$ cat config.mk
export PLATFORM = sky130hd
export DESIGN_NAME = fill_arbiter_rr
export DESIGN_NICKNAME = d
export VERILOG_FILES = /design/src/rtl/fill_arbiter_rr.sv
export SDC_FILE = /design/constraint.sdc
export NUM_CORES = 1
export LEC_CHECK = 0
export BUFFER_PORTS_ARGS = -buffer_cell sky130_fd_sc_hd__buf_2
export CAP_MARGIN = 15
export CORE_AREA = 2 2 205 207
export CTS_CLUSTER_DIAMETER = 200
export DETAILED_ROUTE_END_ITERATION = 10
export DIE_AREA = 0 0 207 209
export PLACE_DENSITY = 0.46
export SLEW_MARGIN = 10
export SYNTH_ARGS = -nofsm -noshare
export SYNTH_HDL_FRONTEND = slang
export SYNTH_SLANG_ARGS = --single-unit
$ cat constraint.sdc
create_clock -name clk -period 2.9 [get_ports clk]
set_clock_uncertainty 0.1 [all_clocks]
set_input_delay 0.29 -clock clk [delete_from_list [all_inputs] [get_ports clk]]
set_output_delay 0.29 -clock clk [all_outputs]
set_load 0.05 [all_outputs]
$ cat src/rtl/fill_arbiter_rr.sv
// fill_arbiter_rr: N-way round-robin / fixed-priority arbiter merging fill requests into the Fill FIFO write port.
`ifndef AXI_ADDR_WIDTH
`define AXI_ADDR_WIDTH 32
`endif
`ifndef AXI_DATA_WIDTH
`define AXI_DATA_WIDTH 64
`endif
module fill_arbiter_rr #(
  parameter int ADDR_WIDTH = `AXI_ADDR_WIDTH,
  parameter int DATA_WIDTH = `AXI_DATA_WIDTH,
  parameter int NUM_REQ = 4,
  parameter int MODE = 0,
  localparam int PW = ADDR_WIDTH + DATA_WIDTH,
  localparam int IW = (NUM_REQ > 1) ? $clog2(NUM_REQ) : 1
) (
  input  logic                  clk,
  input  logic                  rst_n,
  input  logic [NUM_REQ-1:0]    req_valid_i,
  output logic [NUM_REQ-1:0]    req_ready_o,
  input  logic [NUM_REQ*PW-1:0] req_data_i,
  input  logic                  fifo_afull_i,
  output logic                  fifo_wren_o,
  output logic [PW-1:0]         fifo_data_o,
  output logic [IW-1:0]         grant_id_o,
  output logic [31:0]           stall_cnt_o
);
  logic [IW-1:0] r_ptr, r_gid, w_win, w_idx;
  logic          r_vld, w_found, w_accept, w_wren;
  logic [PW-1:0] r_data;
  logic [31:0]   r_stall;
  // Scan starts just after the last winner in round-robin mode, at index 0 in fixed mode.
  always_comb begin
    w_win = '0;
    w_idx = '0;
    w_found = 1'b0;
    for (int k = 0; k < NUM_REQ; k++) begin
      w_idx = (MODE == 1) ? IW'(k) : IW'((int'(r_ptr) + k + 1) % NUM_REQ);
      if (!w_found && req_valid_i[w_idx]) begin
        w_win = w_idx;
        w_found = 1'b1;
      end
    end
  end
  assign w_accept = (|req_valid_i) & ~fifo_afull_i;
  assign w_wren = r_vld & ~fifo_afull_i;
  assign req_ready_o = w_accept ? ({{(NUM_REQ-1){1'b0}}, 1'b1} << w_win) : '0;
  assign fifo_wren_o = w_wren;
  assign fifo_data_o = r_data;
  assign grant_id_o = r_gid;
  assign stall_cnt_o = r_stall;
  // A write and a fresh accept may share a cycle: the load simply overwrites the drained entry.
  always_ff @(posedge clk or negedge rst_n) begin
    if (!rst_n) begin
      r_vld <= 1'b0;
      r_data <= '0;
      r_gid <= '0;
      r_ptr <= IW'(NUM_REQ - 1);
    end else if (w_accept) begin
      r_vld <= 1'b1;
      r_data <= req_data_i[w_win*PW +: PW];
      r_gid <= w_win;
      r_ptr <= w_win;
    end else if (w_wren) begin
      r_vld <= 1'b0;
      r_data <= '0;
    end
  end
  always_ff @(posedge clk or negedge rst_n) begin
    if (!rst_n) r_stall <= '0;
    else if (r_vld && fifo_afull_i && !(&r_stall)) r_stall <= r_stall + 32'd1;
  end
endmodule

* After elaboration in Yosys (flattened, before gate mapping) *
Index checks and enable logic that the tools add are counted.

cells by class
  reductions and logical operators = 12
  order comparisons = 4
  muxes and demuxes = 20
  bitwise logic cells = 3
  multipliers = 1
  shifts and indexed selects = 2
  add/subtract/negate cells = 7

operators with widths
  operator                                                              count
  384-bit by 10-bit indexed part select with 96-bit output              1
  96-bit two-way mux                                                    2
  32-bit by 1-bit adder with 32-bit output, second input constant       1
  32-bit AND reduction                                                  1
  2-bit by 3-bit < comparator with 1-bit output, second input constant  4
  1-bit two-way mux                                                     9
  2-bit by 1-bit adder with 2-bit output, second input constant         4
  1-bit binary-select mux with 2-bit select                             4
  2-bit two-way mux                                                     4
  1-bit logical AND                                                     5
  2-bit adder, second input constant                                    2
  1-bit logical NOT                                                     4
  2-bit by 2-bit multiplier with 4-bit output, second input constant    1
  4-bit two-way mux                                                     1
  4-bit OR reduction                                                    1
  1-bit by 2-bit left shift with 4-bit output, first input constant     1
  1-bit bitwise AND                                                     2
  2-bit nonzero test                                                    1
  1-bit inverter                                                        1

storage, ports and cells
  bits in registers = 133
  output and inout bits = 135
  bits of input ports = 391
  word-level logic and storage cells = 54

* Logic depth before layout (Yosys ltp) *
Gate-level depths: netlist of run 1.

  depth in word-level cells = 16
  gate-level depth with buffers = 8
  mapped depth without buffers = 6

* Worst setup path before layout of run 1 *
No wires, ideal clock.

  path kind = register -> output
  start point = reg r_ptr[1]
  end point = out req_ready_o[0]
  stages on the path, launching flop included = 8
  path buffers = 2
  arrival = 1,980 ps
  data required time = 2,510 ps
  path slack = 530 ps
  path through = dfstp_2 a21oi_1 a31oi_1 a21oi_1 nand2b_1 buf_4 clkbuf_1 nor2_1

between the ends
  cells in the longest elaborated chain, start to end = 15

ends and longest elaborated chain
  item                                                                                             line  RTL
  start: declaration                                                                               27    logic [IW-1:0] r_ptr, r_gid, w_win, w_idx;
  start signal: assignment                                                                         57    r_ptr <= IW'(NUM_REQ - 1);
  start signal: assignment                                                                         62    r_ptr <= w_win;
  parallel branches: the longest is 12 deep, another holds 2-bit by 1-bit adder with 2-bit output  -
  2-bit two-way mux (*)                                                                            38    if (!w_found && req_valid_i[w_idx]) begin
  1-bit by 2-bit left shift with 4-bit output (*)                                                  46    assign req_ready_o = w_accept ? ({{(NUM_REQ-1){1'b0}}, 1'b1} << w_win) : '0;
  4-bit two-way mux (*)                                                                            46
  end: declaration                                                                                 19    output logic [NUM_REQ-1:0] req_ready_o,

Mark *: on every way between the ends. The select of a mux whose other input is x is not followed.

* Worst setup path in the final report of run 1 *
  start point = reg r_ptr[1]
  end point = reg r_data[81] (netlist: fifo_data_o[81])

between the ends
  cells in the longest elaborated chain, start to end = 16

ends and longest elaborated chain
  item                                                                                             line  RTL
  parallel branches: the longest is 12 deep, another holds 2-bit by 1-bit adder with 2-bit output  -
  2-bit two-way mux (*)                                                                            38
  2-bit by 2-bit multiplier with 4-bit output (*)                                                  60    r_data <= req_data_i[w_win*PW +: PW];
  384-bit by 10-bit indexed part select with 96-bit output (*)                                     60
  96-bit two-way mux (*)                                                                           58    end else if (w_accept) begin
  end signal: assignment                                                                           60
  end: declaration                                                                                 29    logic [PW-1:0] r_data;

Marked as above.
A chain may end at the register's enable or synchronous reset.

==> results of run 1 <==
[what timing repair did]
item                       in CTS  in global routing
gates resized for setup         0                  2
hold endpoints to repair       46                  0
hold buffers                    1                  0
setup endpoints to repair       0                  1
[per-layer routing]
layer  global-route usage  part of all wire  wire (µm)  vias to the layer above
met3               0.0454             0.071       2150                       33
met4               0.0411             0.015        444                        4
met2                0.235              0.50      15300                      309
li1                     -                 -          -                     3753
met1                0.162              0.41      12500                     3716
met5                    0           0.00085         26                        -
[stage by stage]
step	hold WS [ns]	setup WS [ns]
6_report	0.0726	0.303
5_1_grt	0.0518	0.162
2_1_floorplan	-0.106	0.530
3_5_place_dp	0.190	0.298
4_1_cts	0.0320	0.0126
3_3_place_gp	0.183	0.322
[area by class of cell]
type / instances / area, µm² / area share
diodes: 2 / 5.00 / 0.000424
clock buffers: 18 / 439 / 0.0372
clock inverters: 14 / 165 / 0.0140
inverters: 5 / 18.8 / 0.00159
multi-input cells: 527 / 4220 / 0.357
flip-flops and latches: 133 / 3330 / 0.282
well taps: 539 / 674 / 0.0571
repair buffers: 551 / 2960 / 0.250
[cells in the mapped netlist (all sizes together) (6+ instances only)]
master	instances	area (µm²)
clkbuf	24	90.1
xor2	13	114
dfrtp	131	3280
nor3	6	35.0
nand3	15	75.1
and3	11	68.8
a21oi	9	45.0
nand4	6	37.5
nor2	14	52.6
mux2i	193	1930
o221ai	96	966
xnor2	12	105
buf	28	365
nand2	113	427
and2	6	37.5
[state kept, by name, indices dropped and copies added (netlist names)]
register and flops:
r_ptr 2, stall_cnt_o 32, fifo_data_o 96, grant_id_o 2, r_vld 1
[final timing paths]
kind,startpoint,end,slack [ns],cells after the start
min in group asynchronous,rst_n,stall_cnt_o[13]$_DFFE_PN0P_,0.26,2
worst min-delay path,req_data_i[376],fifo_data_o[88]$_DFFE_PN0P_,0.07,3
worst max register to register,r_ptr[1]$_DFFE_PN1P_,fifo_data_o[81]$_DFFE_PN0P_,0.30,7
max in group asynchronous,rst_n,fifo_data_o[94]$_DFFE_PN0P_,1.64,3
worst max-delay path,r_ptr[1]$_DFFE_PN1P_,fifo_data_o[81]$_DFFE_PN0P_,0.30,7
worst min register to register,fifo_data_o[75]$_DFFE_PN0P_,fifo_data_o[75]$_DFFE_PN0P_,0.38,2
[worst reg2reg max path: cells and delay by family (launching register included)]
kind	cells	cell delay, ns
flip-flops	1	0.60
buffers and inverters	2	0.53
AO/OA/AOI/OAI	2	0.42
AND/OR/NAND/NOR	1	0.08
multiplexers	2	0.72
[power by group]
group	total, mW	leakage, nW	switching [mW]	internal [mW]
Clock	2.27	0.296	0.952	1.32
Sequential	2.50	1.66	0.251	2.25
Combinational	3.75	4.33	2.57	1.19
Total	8.52	6.28	3.77	4.75
[logic make-up (layout without fill, tap and decap cells)]
| kind of cell | after synthesis | after routing | synth area share |
|---|---|---|---|
| flops | 133 | 133 | 0.412 |
| other cells | 0 | 2 | 0 |
| compound gates | 117 | 117 | 0.136 |
| fa+ha+maj | 1 | 1 | 0.00155 |
| xor+xnor | 25 | 25 | 0.0271 |
| buf+inv | 62 | 588 | 0.0703 |
| simple gates | 188 | 188 | 0.109 |
| mux | 196 | 196 | 0.244 |
==> results.md, run 1 <==
- Run status: completed
- Netlist area before placement: 8080 µm²
- Minimum period implied by the final worst setup slack: 2.60 ns
- Number of port buffers: 525
- Remaining Overflow, GRT: 0
- Largest buffer count on any clock path: 2
- Most frequent cells in the layout: buf_2 (524), mux2i_1 (193), dfrtp_1 (131), nand2_1 (111), o221ai_1 (76)
- Number of CTS-inserted buffers: 17
- Cell area after layout: 11800 µm²
- Setup repair after global routing missed its margin: false
- Highest net fanout along the worst path: 30
- Final Non-Filler Cells: 1789
- Number of standard-cell rows in the floorplan: 75
- Critical path data arrival time: 2.78 ns
- # Max-Cap Violations: 0
- Initial detailed-routing violation count: 313
- Sequential share of the synthesized area: 0.412
- Total number of vias: 7815
- P&R area growth vs syn: 46.1%
- Post-CTS Repair Setup Buffers: 0
- Tightest slew margin relative to the limit: 0.520
- Pins over their slew limit: 0
- Power per unit of standard cell area: 722 nW/µm²
- Placed Cells: 1754
- Cell family with the largest share of critical-path delay: multiplexers
- Setup-failing EPs final: 0
- Top FF cell, synth: dfrtp_1
- Chain of cells forming the critical path: mux2_4, nand2_2, o211a_4, buf_12, buf_12, mux2i_1, o221ai_1
- Crit. End Element: flop
- Required @ worst endpoint: 3.08 ns
- Instance area after placement: 11200 µm²
- Net count of the mapped netlist: 1114
- Pin count of the biggest net entering global routing: 63
- Critical path class: flop to flop
- FF+latch count, synth: 133
- Number of failing hold endpoints at the final stage: 0
- Placeable core region: 41300 µm²
- Post-layout total power: 8.52 mW
- Global-route wire length before repair: 46800 µm
- Final weighted congestion in routability-driven placement: 0.802
- Setup Total Neg Slack: 0 ns
- Max Fclk: 385 MHz
- Most frequent standard cell in the layout excluding fill and tap cells: buf_2
- EDFF count, synth: 0
- Leakage dissipation: 6.28 nW
- Total wire length after detailed routing: 30400 µm
- IO Pins: 526
- Portion of the clock cycle consumed by the worst path in the final layout: 0.896
- Vias/cell: 4.37
- Synth warn: 0
- Clock net sink count: 133
- Proportion of synthesized flip-flops having asynchronous set or reset: 1.00
- Post-DP HPWL: 23500 µm
- Residual antenna-violating net count after detailed routing: 0
- Number of cells produced by synthesis: 722
- Gr usage total: 0.137
- Post-detailed-route DRC marker count: 0
- H-Tree Level Count: 4
- First-pass iteration count of the detailed router: 4
- Count of nets after finishing: 1627
- Most frequent CP cell: buf_12
- Die Width: 207 µm
- Chip height: 209 µm
- Worst path max stage delay: 0.60 ns
- Count of unique library cells instantiated by Yosys: 47
- Full die area: 43300 µm²
- Worst-case vdd ir drop: 0.360 mV
- Layout cells sized above 1: 0.497
- Worst Hold Class: input pin to flop
- Fillcell total: 4414
- Number of global-route vias before repair: 8237
- Worst path bufs/invs: 2
- Post-DR wirelength/cell: 17.0 µm
- Final core utilization: 0.286
- Mean area per synthesized cell: 11.2 µm²
- Starting Density: 0.196
- Clock slew seen by the registers of the worst setup and hold paths: 0.07 ns
- Clock tree from TritonCTS: yes
- Slew at the pin closest to its max-slew limit: 0.720 ns
- Worst-Skew Late Latency: 0.44 ns
- Slowest-stage cell, CP: dfstp_2
- Clock root cell: clkbuf_16
- Number of antenna violations at the first check in global routing: 5
- Critical path startpoint category: flop
Power figures use the tool's default switching activity.
==> run 2, diff against run 1 <==
--- a/config.mk
+++ b/config.mk
@@ -7,11 +7,11 @@
 export LEC_CHECK = 0
 export BUFFER_PORTS_ARGS = -buffer_cell sky130_fd_sc_hd__buf_2
 export CAP_MARGIN = 15
-export CORE_AREA = 2 2 205 207
+export CORE_AREA = 2 2 206 208
 export CTS_CLUSTER_DIAMETER = 200
 export DETAILED_ROUTE_END_ITERATION = 10
-export DIE_AREA = 0 0 207 209
-export PLACE_DENSITY = 0.46
+export DIE_AREA = 0 0 208 210
+export PLACE_DENSITY = 0.45
 export SLEW_MARGIN = 10
 export SYNTH_ARGS = -nofsm -noshare
 export SYNTH_HDL_FRONTEND = slang
==> constraint.sdc (replaced) <==
create_clock -name clk -period 3.17 [get_ports clk]
set_clock_uncertainty 0.1 [all_clocks]
set_input_delay 0.317 -clock clk [delete_from_list [all_inputs] [get_ports clk]]
set_output_delay 0.317 -clock clk [all_outputs]
set_load 0.05 [all_outputs]
==> results.md, run 2 (synthesis gave the netlist of run 1 again) <==
- Run status: completed
- IO Pins: 526
- Global-route wire length before repair: 47400 µm
- Antenna cells: 0
- # Max-Cap Violations: 0
- Highest net fanout along the worst path: 77
- Worst path max stage delay: 0.59 ns
- Largest buffer count on any clock path: 2
- Number of CTS-inserted buffers: 17
- Portion of the clock cycle consumed by the worst path in the final layout: 0.893
- Most frequent standard cell in the layout excluding fill and tap cells: buf_2
- Tightest slew margin relative to the limit: 0.560
- Post-DP HPWL: 24000 µm
- Launch instance of the worst min-delay path: req_data_i[326]
- Number of antenna violations at the first check in global routing: 3
- Crit. End Element: output pin
- Number of failing hold endpoints at the final stage: 0
- Number of flip-flops in the largest register: 96
- Residual antenna-violating net count after detailed routing: 0
- Pin count of the biggest net entering global routing: 78
- Starting Density: 0.195
- Chip height: 210 µm
- Critical path data arrival time: 2.41 ns
- Setup-failing EPs final: 0
- Chain of cells forming the critical path: mux2_4, nand2_2, o211a_4, buf_12, nor2_1, buf_2
- Worst hold stages: 3
- Placeable core region: 41500 µm²
- Number of standard-cell rows in the floorplan: 75
- Post-detailed-route DRC marker count: 0
- Clock slew seen by the registers of the worst setup and hold paths: 0.07 ns
- Minimum period implied by the final worst setup slack: 2.83 ns
- Required @ worst endpoint: 2.75 ns
- Post-DR wirelength/cell: 17.5 µm
- Gr usage total: 0.139
- Logic depth of the worst register-to-register path: 7
- Total wire length after detailed routing: 31100 µm
- H-Tree Level Count: 4
- Critical path startpoint category: flop
- Post-layout total power: 7.53 mW
- Remaining Overflow, GRT: 0
- Most frequent cells in the layout: buf_2 (524), mux2i_1 (193), dfrtp_1 (131), nand2_1 (111), o221ai_1 (76)
- Reg2Reg Capture Point: fifo_data_o[0]$_DFFE_PN0P_
- Setup Total Neg Slack: 0 ns
- Power per unit of standard cell area: 645 nW/µm²
- First-pass iteration count of the detailed router: 5
- Worst Hold Class: input pin to flop
- Total number of vias: 7805
- Leakage dissipation: 6.21 nW
- Cell family with the largest share of critical-path delay: buffers and inverters
- Slowest-stage cell, CP: dfstp_2
- Clock net sink count: 133
- Vias/cell: 4.39
- Die Width: 208 µm
- Hold Crit Endpoint: fifo_data_o[38]$_DFFE_PN0P_
- Final weighted congestion in routability-driven placement: 0.792
- Count of nets after finishing: 1620
- Register-to-Register Setup Slack: 0.72 ns
- Max Fclk: 353 MHz
- Critical path class: flop to output pin
- Worst-Skew Late Latency: 0.43 ns
- FF-to-FF Start: r_ptr[1]$_DFFE_PN1P_
- Slew at the pin closest to its max-slew limit: 0.660 ns
- Number of global-route vias before repair: 8225
- Final core utilization: 0.281
- Worst path bufs/invs: 2
- P&R area growth vs syn: 44.3%
- Clock tree from TritonCTS: yes
- Initial detailed-routing violation count: 368
- Worst-case vdd ir drop: 0.338 mV
- Full die area: 43700 µm²
- Setup repair after global routing missed its margin: false
- Layout cells sized above 1: 0.493
- Clock root cell: clkbuf_16
- Number of port buffers: 525
- Pins over their slew limit: 0
run 2: cell type report:
type                            count  area [µm²]
Sequential cell                   133        3330
Inverter                            5        18.8
Fill cell                        4435       29800
Clock buffer                       18         439
Multi-Input combinational cell    527        4220
Timing Repair Buffer              544        2890
Clock inverter                     13        98.8
Tap cell                          539         674
run 2: how the worst max path moves through the flow:
stage | start | endpoint | slack [ns] | depth (start not counted)
after floorplan | r_ptr[1]$_DFFE_PN1P_ | req_ready_o[0] | 0.77 | 7
after global placement | req_valid_i[3] | req_ready_o[2] | 0.71 | 6
after detailed placement | req_valid_i[3] | fifo_data_o[44]$_DFFE_PN0P_ | 0.66 | 6
after CTS | r_ptr[1]$_DFFE_PN1P_ | req_ready_o[1] | 0.24 | 6
after global routing | r_ptr[1]$_DFFE_PN1P_ | req_ready_o[1] | 0.16 | 6
final | r_ptr[1]$_DFFE_PN1P_ | req_ready_o[1] | 0.34 | 6
run 2: metrics by stage:
step | hold slack, ns | setup slack, ns | instances | area (µm²)
finish | 0.106 | 0.339 | 1779 | 11700
global route | 0.0746 | 0.160 | 1779 | 11700
floorplan | -0.0786 | 0.773 | 722 | 8080
CTS | 0.0635 | 0.241 | 1779 | 11700
detailed placement | 0.266 | 0.664 | 1747 | 11100
global placement | 0.260 | 0.707 | 1747 | 11100
run 2: worst register-to-register path, stage by stage (launching register included):
cell and delay, ns:
dfstp_2 0.59, mux2_4 0.32, nand2_2 0.08, o211a_4 0.24, buf_12 0.25, buf_12 0.28, mux2i_1 0.32, o221ai_1 0.14
run 2: metal layers:
layer | GRT usage | vias up | wire [µm]
li1 | - | 3736 | -
met1 | 0.171 | 3704 | 13000
met2 | 0.242 | 338 | 15500
met3 | 0.0408 | 25 | 2170
met4 | 0.0298 | 2 | 354
met5 | 0 | - | 13
run 2: where the power goes:
part	total, mW	switching, mW	internal, mW
Sequential	2.28	0.227	2.06
Clock	1.87	0.843	1.03
Combinational	3.37	2.32	1.06
run 2: repair_timing:
action                    in CTS  in global routing
hold buffers                   1                  0
buffers inserted               0                  0
hold endpoints to repair      57                  0
gates resized for setup        0                  0
